--- config.mk ---
export PLATFORM = sky130hd
export DESIGN_NAME = sha256_chunk_engine
export DESIGN_NICKNAME = d
export VERILOG_FILES = /design/src/rtl/sha256_chunk_engine.sv
export SDC_FILE = /design/constraint.sdc
export NUM_CORES = 2
export LEC_CHECK = 0
export BUFFER_PORTS_ARGS = -buffer_cell sky130_fd_sc_hd__buf_4
export CAP_MARGIN = 20
export CORE_MARGIN = 2
export CORE_UTILIZATION = 40
export DETAILED_ROUTE_END_ITERATION = 7
export HOLD_SLACK_MARGIN = 0.15
export PLACE_DENSITY = 0.57
export SYNTH_ARGS = -nofsm -noshare
export SYNTH_HDL_FRONTEND = slang
export SYNTH_SLANG_ARGS = --single-unit
export TNS_END_PERCENT = 100
--- constraint.sdc ---
create_clock -name clk_i -period 7.5 [get_ports clk_i]
set_input_delay 1.5 -clock clk_i [delete_from_list [all_inputs] [get_ports clk_i]]
set_output_delay 1.5 -clock clk_i [all_outputs]
set_load 0.05 [all_outputs]
--- src/rtl/sha256_chunk_engine.sv ---
// SHA-256 compression engine: one pre-padded 512-bit chunk per handshake, IV restart or chaining.
// Optional SHA256_ROUND_UNROLL2_EN computes two rounds per clock (same digests, shorter latency).
module sha256_chunk_engine #(
    parameter logic [255:0] IV_INIT = 256'h6a09e667_bb67ae85_3c6ef372_a54ff53a_510e527f_9b05688c_1f83d9ab_5be0cd19
) (
    input  logic         clk_i,
    input  logic         rst_ni,
    input  logic         new_hash,
    input  logic         in_valid,
    input  logic [511:0] in,
    output logic         in_ready,
    output logic [255:0] out,
    output logic         out_valid,
    input  logic         out_ready
);

    localparam logic [1:0] ST_IDLE  = 2'd0;
    localparam logic [1:0] ST_ROUND = 2'd1;
    localparam logic [1:0] ST_FINAL = 2'd2;
    localparam logic [1:0] ST_DONE  = 2'd3;

`ifdef SHA256_ROUND_UNROLL2_EN
    localparam logic [5:0] CNT_STEP = 6'd2;
    localparam logic [5:0] CNT_LAST = 6'd62;
`else
    localparam logic [5:0] CNT_STEP = 6'd1;
    localparam logic [5:0] CNT_LAST = 6'd63;
`endif

    function automatic logic [31:0] rotr(input logic [31:0] x, input int n);
        return (x >> n) | (x << (32 - n));
    endfunction

    function automatic logic [31:0] big_sigma0(input logic [31:0] x);
        return rotr(x, 2) ^ rotr(x, 13) ^ rotr(x, 22);
    endfunction

    function automatic logic [31:0] big_sigma1(input logic [31:0] x);
        return rotr(x, 6) ^ rotr(x, 11) ^ rotr(x, 25);
    endfunction

    function automatic logic [31:0] small_sigma0(input logic [31:0] x);
        return rotr(x, 7) ^ rotr(x, 18) ^ (x >> 3);
    endfunction

    function automatic logic [31:0] small_sigma1(input logic [31:0] x);
        return rotr(x, 17) ^ rotr(x, 19) ^ (x >> 10);
    endfunction

    // W[t+16] from the window words W[t], W[t+1], W[t+9], W[t+14].
    function automatic logic [31:0] msg_expand(input logic [31:0] w0, input logic [31:0] w1,
                                               input logic [31:0] w9, input logic [31:0] w14);
        return small_sigma1(w14) + w9 + small_sigma0(w1) + w0;
    endfunction

    // Working state packed as {a,b,c,d,e,f,g,h}, a in the MSBs.
    function automatic logic [255:0] sha_round(input logic [255:0] st, input logic [31:0] k,
                                               input logic [31:0] w);
        logic [31:0] a, b, c, d, e, f, g, h, t1, t2;
        {a, b, c, d, e, f, g, h} = st;
        t1 = h + big_sigma1(e) + ((e & f) ^ (~e & g)) + k + w;
        t2 = big_sigma0(a) + ((a & b) ^ (a & c) ^ (b & c));
        return {t1 + t2, a, b, c, d + t1, e, f, g};
    endfunction

    function automatic logic [255:0] add_words(input logic [255:0] x, input logic [255:0] y);
        logic [255:0] r;
        r = 256'd0;
        for (int i = 0; i < 8; i++) begin
            r[32*i +: 32] = x[32*i +: 32] + y[32*i +: 32];
        end
        return r;
    endfunction

    function automatic logic [31:0] k_rom(input logic [5:0] idx);
        logic [31:0] k;
        case (idx)
            6'd0:  k = 32'h428a2f98;  6'd1:  k = 32'h71374491;  6'd2:  k = 32'hb5c0fbcf;  6'd3:  k = 32'he9b5dba5;
            6'd4:  k = 32'h3956c25b;  6'd5:  k = 32'h59f111f1;  6'd6:  k = 32'h923f82a4;  6'd7:  k = 32'hab1c5ed5;
            6'd8:  k = 32'hd807aa98;  6'd9:  k = 32'h12835b01;  6'd10: k = 32'h243185be;  6'd11: k = 32'h550c7dc3;
            6'd12: k = 32'h72be5d74;  6'd13: k = 32'h80deb1fe;  6'd14: k = 32'h9bdc06a7;  6'd15: k = 32'hc19bf174;
            6'd16: k = 32'he49b69c1;  6'd17: k = 32'hefbe4786;  6'd18: k = 32'h0fc19dc6;  6'd19: k = 32'h240ca1cc;
            6'd20: k = 32'h2de92c6f;  6'd21: k = 32'h4a7484aa;  6'd22: k = 32'h5cb0a9dc;  6'd23: k = 32'h76f988da;
            6'd24: k = 32'h983e5152;  6'd25: k = 32'ha831c66d;  6'd26: k = 32'hb00327c8;  6'd27: k = 32'hbf597fc7;
            6'd28: k = 32'hc6e00bf3;  6'd29: k = 32'hd5a79147;  6'd30: k = 32'h06ca6351;  6'd31: k = 32'h14292967;
            6'd32: k = 32'h27b70a85;  6'd33: k = 32'h2e1b2138;  6'd34: k = 32'h4d2c6dfc;  6'd35: k = 32'h53380d13;
            6'd36: k = 32'h650a7354;  6'd37: k = 32'h766a0abb;  6'd38: k = 32'h81c2c92e;  6'd39: k = 32'h92722c85;
            6'd40: k = 32'ha2bfe8a1;  6'd41: k = 32'ha81a664b;  6'd42: k = 32'hc24b8b70;  6'd43: k = 32'hc76c51a3;
            6'd44: k = 32'hd192e819;  6'd45: k = 32'hd6990624;  6'd46: k = 32'hf40e3585;  6'd47: k = 32'h106aa070;
            6'd48: k = 32'h19a4c116;  6'd49: k = 32'h1e376c08;  6'd50: k = 32'h2748774c;  6'd51: k = 32'h34b0bcb5;
            6'd52: k = 32'h391c0cb3;  6'd53: k = 32'h4ed8aa4a;  6'd54: k = 32'h5b9cca4f;  6'd55: k = 32'h682e6ff3;
            6'd56: k = 32'h748f82ee;  6'd57: k = 32'h78a5636f;  6'd58: k = 32'h84c87814;  6'd59: k = 32'h8cc70208;
            6'd60: k = 32'h90befffa;  6'd61: k = 32'ha4506ceb;  6'd62: k = 32'hbef9a3f7;  6'd63: k = 32'hc67178f2;
            default: k = 32'h00000000;
        endcase
        return k;
    endfunction

    logic [1:0]   state_r;
    logic [5:0]   cnt_r;
    logic [255:0] hash_r;
    logic [255:0] work_r;
    logic [31:0]  w_r [16];
    logic         in_ready_r;
    logic         out_valid_r;
    logic [255:0] work_next_s;
    logic [31:0]  w_next_s [16];
    logic         accept_s;
`ifdef SHA256_ROUND_UNROLL2_EN
    logic [255:0] work_mid_s;
`endif

    assign accept_s  = in_valid & in_ready_r;
    assign in_ready  = in_ready_r;
    assign out_valid = out_valid_r;
    assign out       = hash_r;

    // Next working state and sliding message window for the current ROUND cycle.
    always_comb begin
        for (int i = 0; i < 16; i++) begin
            w_next_s[i] = w_r[i];
        end
`ifdef SHA256_ROUND_UNROLL2_EN
        work_mid_s  = sha_round(work_r, k_rom(cnt_r), w_r[0]);
        work_next_s = sha_round(work_mid_s, k_rom(cnt_r + 6'd1), w_r[1]);
        for (int i = 0; i < 14; i++) begin
            w_next_s[i] = w_r[i + 2];
        end
        w_next_s[14] = msg_expand(w_r[0], w_r[1], w_r[9], w_r[14]);
        w_next_s[15] = msg_expand(w_r[1], w_r[2], w_r[10], w_r[15]);
`else
        work_next_s = sha_round(work_r, k_rom(cnt_r), w_r[0]);
        for (int i = 0; i < 15; i++) begin
            w_next_s[i] = w_r[i + 1];
        end
        w_next_s[15] = msg_expand(w_r[0], w_r[1], w_r[9], w_r[14]);
`endif
    end

    // Message window: load on accept, slide during rounds.
    always_ff @(posedge clk_i) begin
        if (!rst_ni) begin
            for (int i = 0; i < 16; i++) begin
                w_r[i] <= 32'h00000000;
            end
        end else if (accept_s) begin
            for (int i = 0; i < 16; i++) begin
                w_r[i] <= in[511 - 32*i -: 32];
            end
        end else if (state_r == ST_ROUND) begin
            w_r <= w_next_s;
        end else begin
            w_r <= w_r;
        end
    end

    // Control FSM, hash/working registers and registered handshake outputs.
    always_ff @(posedge clk_i) begin
        if (!rst_ni) begin
            state_r     <= ST_IDLE;
            cnt_r       <= 6'd0;
            hash_r      <= IV_INIT;
            work_r      <= 256'd0;
            in_ready_r  <= 1'b1;
            out_valid_r <= 1'b0;
        end else begin
            case (state_r)
                ST_IDLE: begin
                    if (accept_s) begin
                        if (new_hash) begin
                            hash_r <= IV_INIT;
                            work_r <= IV_INIT;
                        end else begin
                            work_r <= hash_r;
                        end
                        cnt_r      <= 6'd0;
                        in_ready_r <= 1'b0;
                        state_r    <= ST_ROUND;
                    end else begin
                        state_r <= ST_IDLE;
                    end
                end
                ST_ROUND: begin
                    work_r <= work_next_s;
                    cnt_r  <= cnt_r + CNT_STEP;
                    if (cnt_r == CNT_LAST) begin
                        state_r <= ST_FINAL;
                    end else begin
                        state_r <= ST_ROUND;
                    end
                end
                ST_FINAL: begin
                    hash_r      <= add_words(hash_r, work_r);
                    out_valid_r <= 1'b1;
                    state_r     <= ST_DONE;
                end
                ST_DONE: begin
                    if (out_ready) begin
                        out_valid_r <= 1'b0;
                        in_ready_r  <= 1'b1;
                        state_r     <= ST_IDLE;
                    end else begin
                        state_r <= ST_DONE;
                    end
                end
                default: begin
                    state_r     <= ST_IDLE;
                    in_ready_r  <= 1'b1;
                    out_valid_r <= 1'b0;
                end
            endcase
        end
    end

endmodule

Yosys cells after proc, flatten, opt, wreduce, memory -nomap -nowiden. Memory sizes are Yosys's and may differ from the RTL's. A register that Yosys moved wholly into a read port is not among the register bits. Cells that the tools add are included.

Register bits: 1034. Memories: 1. Word-level logic and storage cells: 105. Memory bits (read-only): 2048.

Reduce and logical (&&, ||, !) cells: 10. Add/sub/neg operators: 19. Equal/unequal tests: 6. Bitwise operators: 28. Multiplexer cells: 19.

Memories: (name not given) (words 64, bits a word 32, read ports 1, clocked after Yosys merged registers in 1, write ports 0, line 77) `case (idx)`.

Operators with widths (number): 512-bit two-way mux (2); 256-bit one-hot mux with 2 select lines (2); 32-bit adder (18); 256-bit two-way mux (2); 32-bit XOR (9); 32-bit bitwise AND (5); 32-bit inverter (1); 10-bit by 32-bit OR with 32-bit output (1); 13-bit by 32-bit OR with 32-bit output (1); 14-bit by 32-bit OR with 32-bit output (1); 15-bit by 32-bit OR with 32-bit output (1); 19-bit by 32-bit OR with 32-bit output (1); 21-bit by 32-bit OR with 32-bit output (1); 25-bit by 32-bit OR with 32-bit output (1); 26-bit by 32-bit OR with 32-bit output (1); 30-bit by 32-bit OR with 32-bit output (1); 7-bit by 32-bit OR with 32-bit output (1); 32-bit by 22-bit XOR with 32-bit output (1); 32-bit by 29-bit XOR with 32-bit output (1); 6-bit two-way mux (3); 6-bit one-hot mux with 2 select lines (1); 2-bit nonzero test (5); 2-bit one-hot mux with 4 select lines (1); 6-bit by 1-bit adder with 6-bit output, second input constant (1); other kinds (11) (20).

Depth between registers and ports, before layout.
Depth after elaboration: 9. Gate-level depth with buffers: 34. Mapped depth without buffers: 33.

Worst setup path before layout. Ideal clock, no wire load.

Kind: register to register. Start point: register work_r[114]. End point: register work_r[255]. Buffers on the path: 1. Arrival time: 6.714 ns. Slack: 0.670 ns. Stages on the path, launching flop included: 32. Required time: 7.384 ns. Clock period less this slack: 6.830 ns. Library setup time: 0.116 ns. Path through: dfxtp_1 > clkbuf_1 > xor2_1 > xnor2_1 > fa_1 > inv_1 > fa_1 > inv_1 > fa_1 > inv_1 > ha_1 > a2111oi_0 > o21ai_0 > nor2b_1 > a211oi_1 > o41ai_2 > a21o_1 > a21o_1 > xor2_1 > inv_1 > fa_1 > inv_1 > ha_1 > a2111oi_0 > o311ai_1 > a21oi_1 > nor3_1 > nor3b_1 > o31ai_1 > xnor2_1 > xnor2_1 > a31o_2.

Cells in the longest elaborated chain, start to end: 9.

Ends and longest elaborated chain: start: declaration (line 102) `logic [255:0] work_r;`; start signal: assignment (line 174) `work_r <= hash_r;`; start signal: assignment (line 184) `work_r <= work_next_s;`; 21-bit by 32-bit OR with 32-bit output or 26-bit by 32-bit OR with 32-bit output (tied branches) (line 31) `return (x >> n) | (x << (32 - n));`; 32-bit XOR (2 in series) (line 39) `return rotr(x, 6) ^ rotr(x, 11) ^ rotr(x, 25);`; 32-bit adder (line 61) `t1 = h + big_sigma1(e) + ((e & f) ^ (~e & g)) + k + w;`; 32-bit adder (*) (3 in series) (line 61); 32-bit adder (*) (line 63) `return {t1 + t2, a, b, c, d + t1, e, f, g};`; 256-bit one-hot mux with 2 select lines (*) (line 167) `case (state_r)`.

Mark *: on every way between the ends. The rest lies on a longest branch, timed or not. A chain may end at the register's enable or synchronous reset.

Worst setup path in the final report.
Start point: register work_r[109]. End point: register work_r[254].

The elaborated chain is that of the path after synthesis.

==> key figures <==
Global route
  • Largest net degree at the start of global routing: 230
  • Gr ovfl total: 0
  • Antenna violations before repair: 30
  • Gr usage total: 0.346
  • First-pass GRT wire length: 466,000 um
  • Vias in the first global route: between 60,000 and 70,000

Clock network
  • Clock-pin slew on the worst setup and hold paths: roughly 0.06 ns
  • H-tree depth: 4
  • Sink Count: 1,066
  • Root Driver: clkbuf_16
  • Hold buffer count at CTS: 0
  • TritonCTS Buffers: 134
  • Clk Latency, worst-skew pair: 0.83 ns
  • CTS tree: built
  • Max Root-Sink Buffers: 3

Floorplan
  • # rows: approximately 150
  • Die area: 182,000 um^2
  • Io pins: 775
  • Initial core utilization: 0.403
  • Core area: 177,000 um^2
  • Die height: 426 um
  • Die X: 426 um

Finish
  • Fraction of layout cells with a size suffix above 1: 0.138
  • Most frequent cells in the layout: nand2_1 (1,372), nor2_1 (1,165), dfxtp_1 (1,064)
  • Nets: 10,814
  • Final core utilization: 0.475
  • Layout area overhead: 17.7%
  • Most common cell after layout, fill and taps aside: nand2_1

Yosys
  • Mapped cell area: 71,300 um^2
  • Flops & latches, synth: 1,066
  • Ys flop type: dfxtp_1
  • Sequential share of the synthesized area: 0.299
  • Number of synthesized flops with an enable pin: 0
  • Yosys cell types: 100
  • Synth Warn #: 0
  • Syn avg cell area: 7.67 um^2
  • Mapped Cells: 9,293
  • Asr flop ratio synth: 0
  • Mapped Nets: 10,394

Route
  • Vias after detailed routing: 72,146
  • Routed WL: approximately 330,000 um
  • Number of DRC markers in iteration 0: about 7,700
  • Mean number of vias per cell: 5.93
  • Drt pass-1 iters: 8
  • DRC viols: 0
  • Antenna Nets Post-Route: 0
  • Avg WL per Cell: 26.9 um

Timing
  • Fmax: 137 MHz
  • Crit path time final: around 7.3 ns
  • Worst Skew: 0.0422 ns
  • Tcrit/Tclk final: 0.973
  • Slew Limit Fails: 0
  • Worst-Margin Slew: approximately 1.2 ns
  • Setup WS post-layout: 0.202 ns
  • Fin. Hold Viols: 0
  • RSZ-0062 raised after global routing: true
  • Fin Setup TNS: 0 ns
  • Final setup viols: 0
  • Slew margin rel.: 0.226

Setup path
  • Critical Path Sink Type: flop
  • Startpoint type of the worst setup path: flop
  • Crit path buffers/inverters: 10
  • Crit path largest cell delay: approximately 0.5 ns
  • Crit path kind: flop to flop
  • Worst Path Arrival: 7.98 ns
  • Worst path slowest cell: fa_1
  • CP top delay family: adder cells
  • CP max FO: 5
  • Req. time, crit path: 8.19 ns

Placed design
  • DP Worst Slack: -0.136 ns
  • Routability cong.: 0.984
  • Hpwl dp: 246,000 um
  • IO buf count: 774

Run
  • Max Cap Violations: 0

Worst hold path
  • Worst hold path class: flop to flop

Run status
  • Run status: finished, final reports clean
-- final timing paths --
check | cells past startpoint | to | startpoint | slack, ns
setup reg to reg | 36 | work_r[254]$_SDFFE_PN0P_ | work_r[109]$_SDFFE_PN0P_ | 0.20
setup / recovery | 36 | work_r[254]$_SDFFE_PN0P_ | work_r[109]$_SDFFE_PN0P_ | 0.20
hold / removal | 2 | out_valid$_SDFFE_PN0P_ | out_valid$_SDFFE_PN0P_ | 0.46
hold reg to reg | 2 | out_valid$_SDFFE_PN0P_ | out_valid$_SDFFE_PN0P_ | 0.46
-- worst reg2reg max path, delay by kind of cell (launching register included) --
family	cells	cell delay (ns)
adders and majority gates	6	2.52
xor gates and xnor gates	3	0.49
AOI/OAI and AO/OA	13	2.14
and+or+nand+nor	4	0.65
buffers and inverters	10	0.99
DFF	1	0.38
-- state kept, by name (all words and copies together), names as in the netlist, named ones only --
name	count
w_r	32
cnt_r	6
out_valid	1
in_ready	1
out	256
w_next_s	480
work_r	256
state_r	2
-- synth_stat cells, types with 16 or more instances --
cell type / count / share of area
o21a_1: 73 / 0.0077
nor2b_1: 43 / 0.0038
or3_1: 32 / 0.0028
clkbuf_1: 674 / 0.035
inv_1: 532 / 0.028
buf_1: 36 / 0.0019
o21ai_1: 16 / 0.0011
o311ai_0: 22 / 0.0027
o22ai_1: 81 / 0.0071
a21oi_1: 564 / 0.040
o211ai_1: 40 / 0.0042
a311oi_1: 509 / 0.063
nor3b_1: 106 / 0.011
nand2b_1: 50 / 0.0044
nand4_1: 32 / 0.0028
dfxtp_1: 1066 / 0.30
o31ai_1: 29 / 0.0031
xnor2_1: 343 / 0.042
a211o_1: 21 / 0.0026
a21boi_0: 18 / 0.0019
nand2_1: 1378 / 0.073
nand3_1: 74 / 0.0052
a21o_1: 163 / 0.017
mux2_2: 29 / 0.0046
and3_1: 21 / 0.0018
ha_1: 389 / 0.068
a221oi_1: 28 / 0.0034
fa_1: 195 / 0.055
o221ai_1: 21 / 0.0026
a22oi_1: 71 / 0.0075
or2_2: 20 / 0.0018
o21ai_0: 359 / 0.025
nor3_1: 390 / 0.027
a211oi_1: 167 / 0.018
nor2_1: 1169 / 0.062
o21bai_1: 44 / 0.0046
a31oi_1: 43 / 0.0038
xor2_1: 214 / 0.026
-- layout make-up --
class / instances / area, um^2
Antenna cell: 19 / 47.5
Clock buffer: 194 / 3880
Clock inverter: 41 / 478
Fill cell: 17639 / 92800
Inverter: 533 / 2010
Multi-Input combinational cell: 6968 / 45400
Sequential cell: 1066 / 21300
Tap cell: 2340 / 2930
Timing Repair Buffer: 1010 / 7780
-- timing repair --
action,in CTS,in global routing
gates cloned,0,0
endpoints found under the setup margin,2,16
pin swaps,0,6
gates resized for setup,6,33
hold endpoints to repair,0,0
setup buffers,0,2
-- per-layer routing --
metal	wire length, um	vias to the layer above	GRT usage
li1	-	33335	-
met1	137000	35090	0.458
met2	149000	3107	0.549
met3	23500	594	0.0517
met4	18000	20	0.170
met5	148	-	0
-- logic make-up (layout without fill, tap and decap cells) --
group	count (synthesis)	in the layout	synth area share
adders and majority gates	587	587	0.123
AOI/OAI and AO/OA	2414	2414	0.234
xor gates and xnor gates	557	557	0.0684
DFF	1066	1066	0.299
and+or+nand+nor	3369	3369	0.201
muxes	41	41	0.00627
other	0	19	0
buffers and inverters	1259	1778	0.0673
-- stage by stage --
stage / instance area [um^2] / hold slack, ns / instances
after global placement: 79300 / 0.447 / 11913
after CTS: 83700 / 0.463 / 12149
after floorplan: 71300 / 0.449 / 9293
final: 83900 / 0.463 / 12171
after detailed placement: 79300 / 0.455 / 11914
after global routing: 83900 / 0.487 / 12168
Power is not shown: default switching activity piles up to over one toggle a cycle in this logic, so the estimate is an artifact.
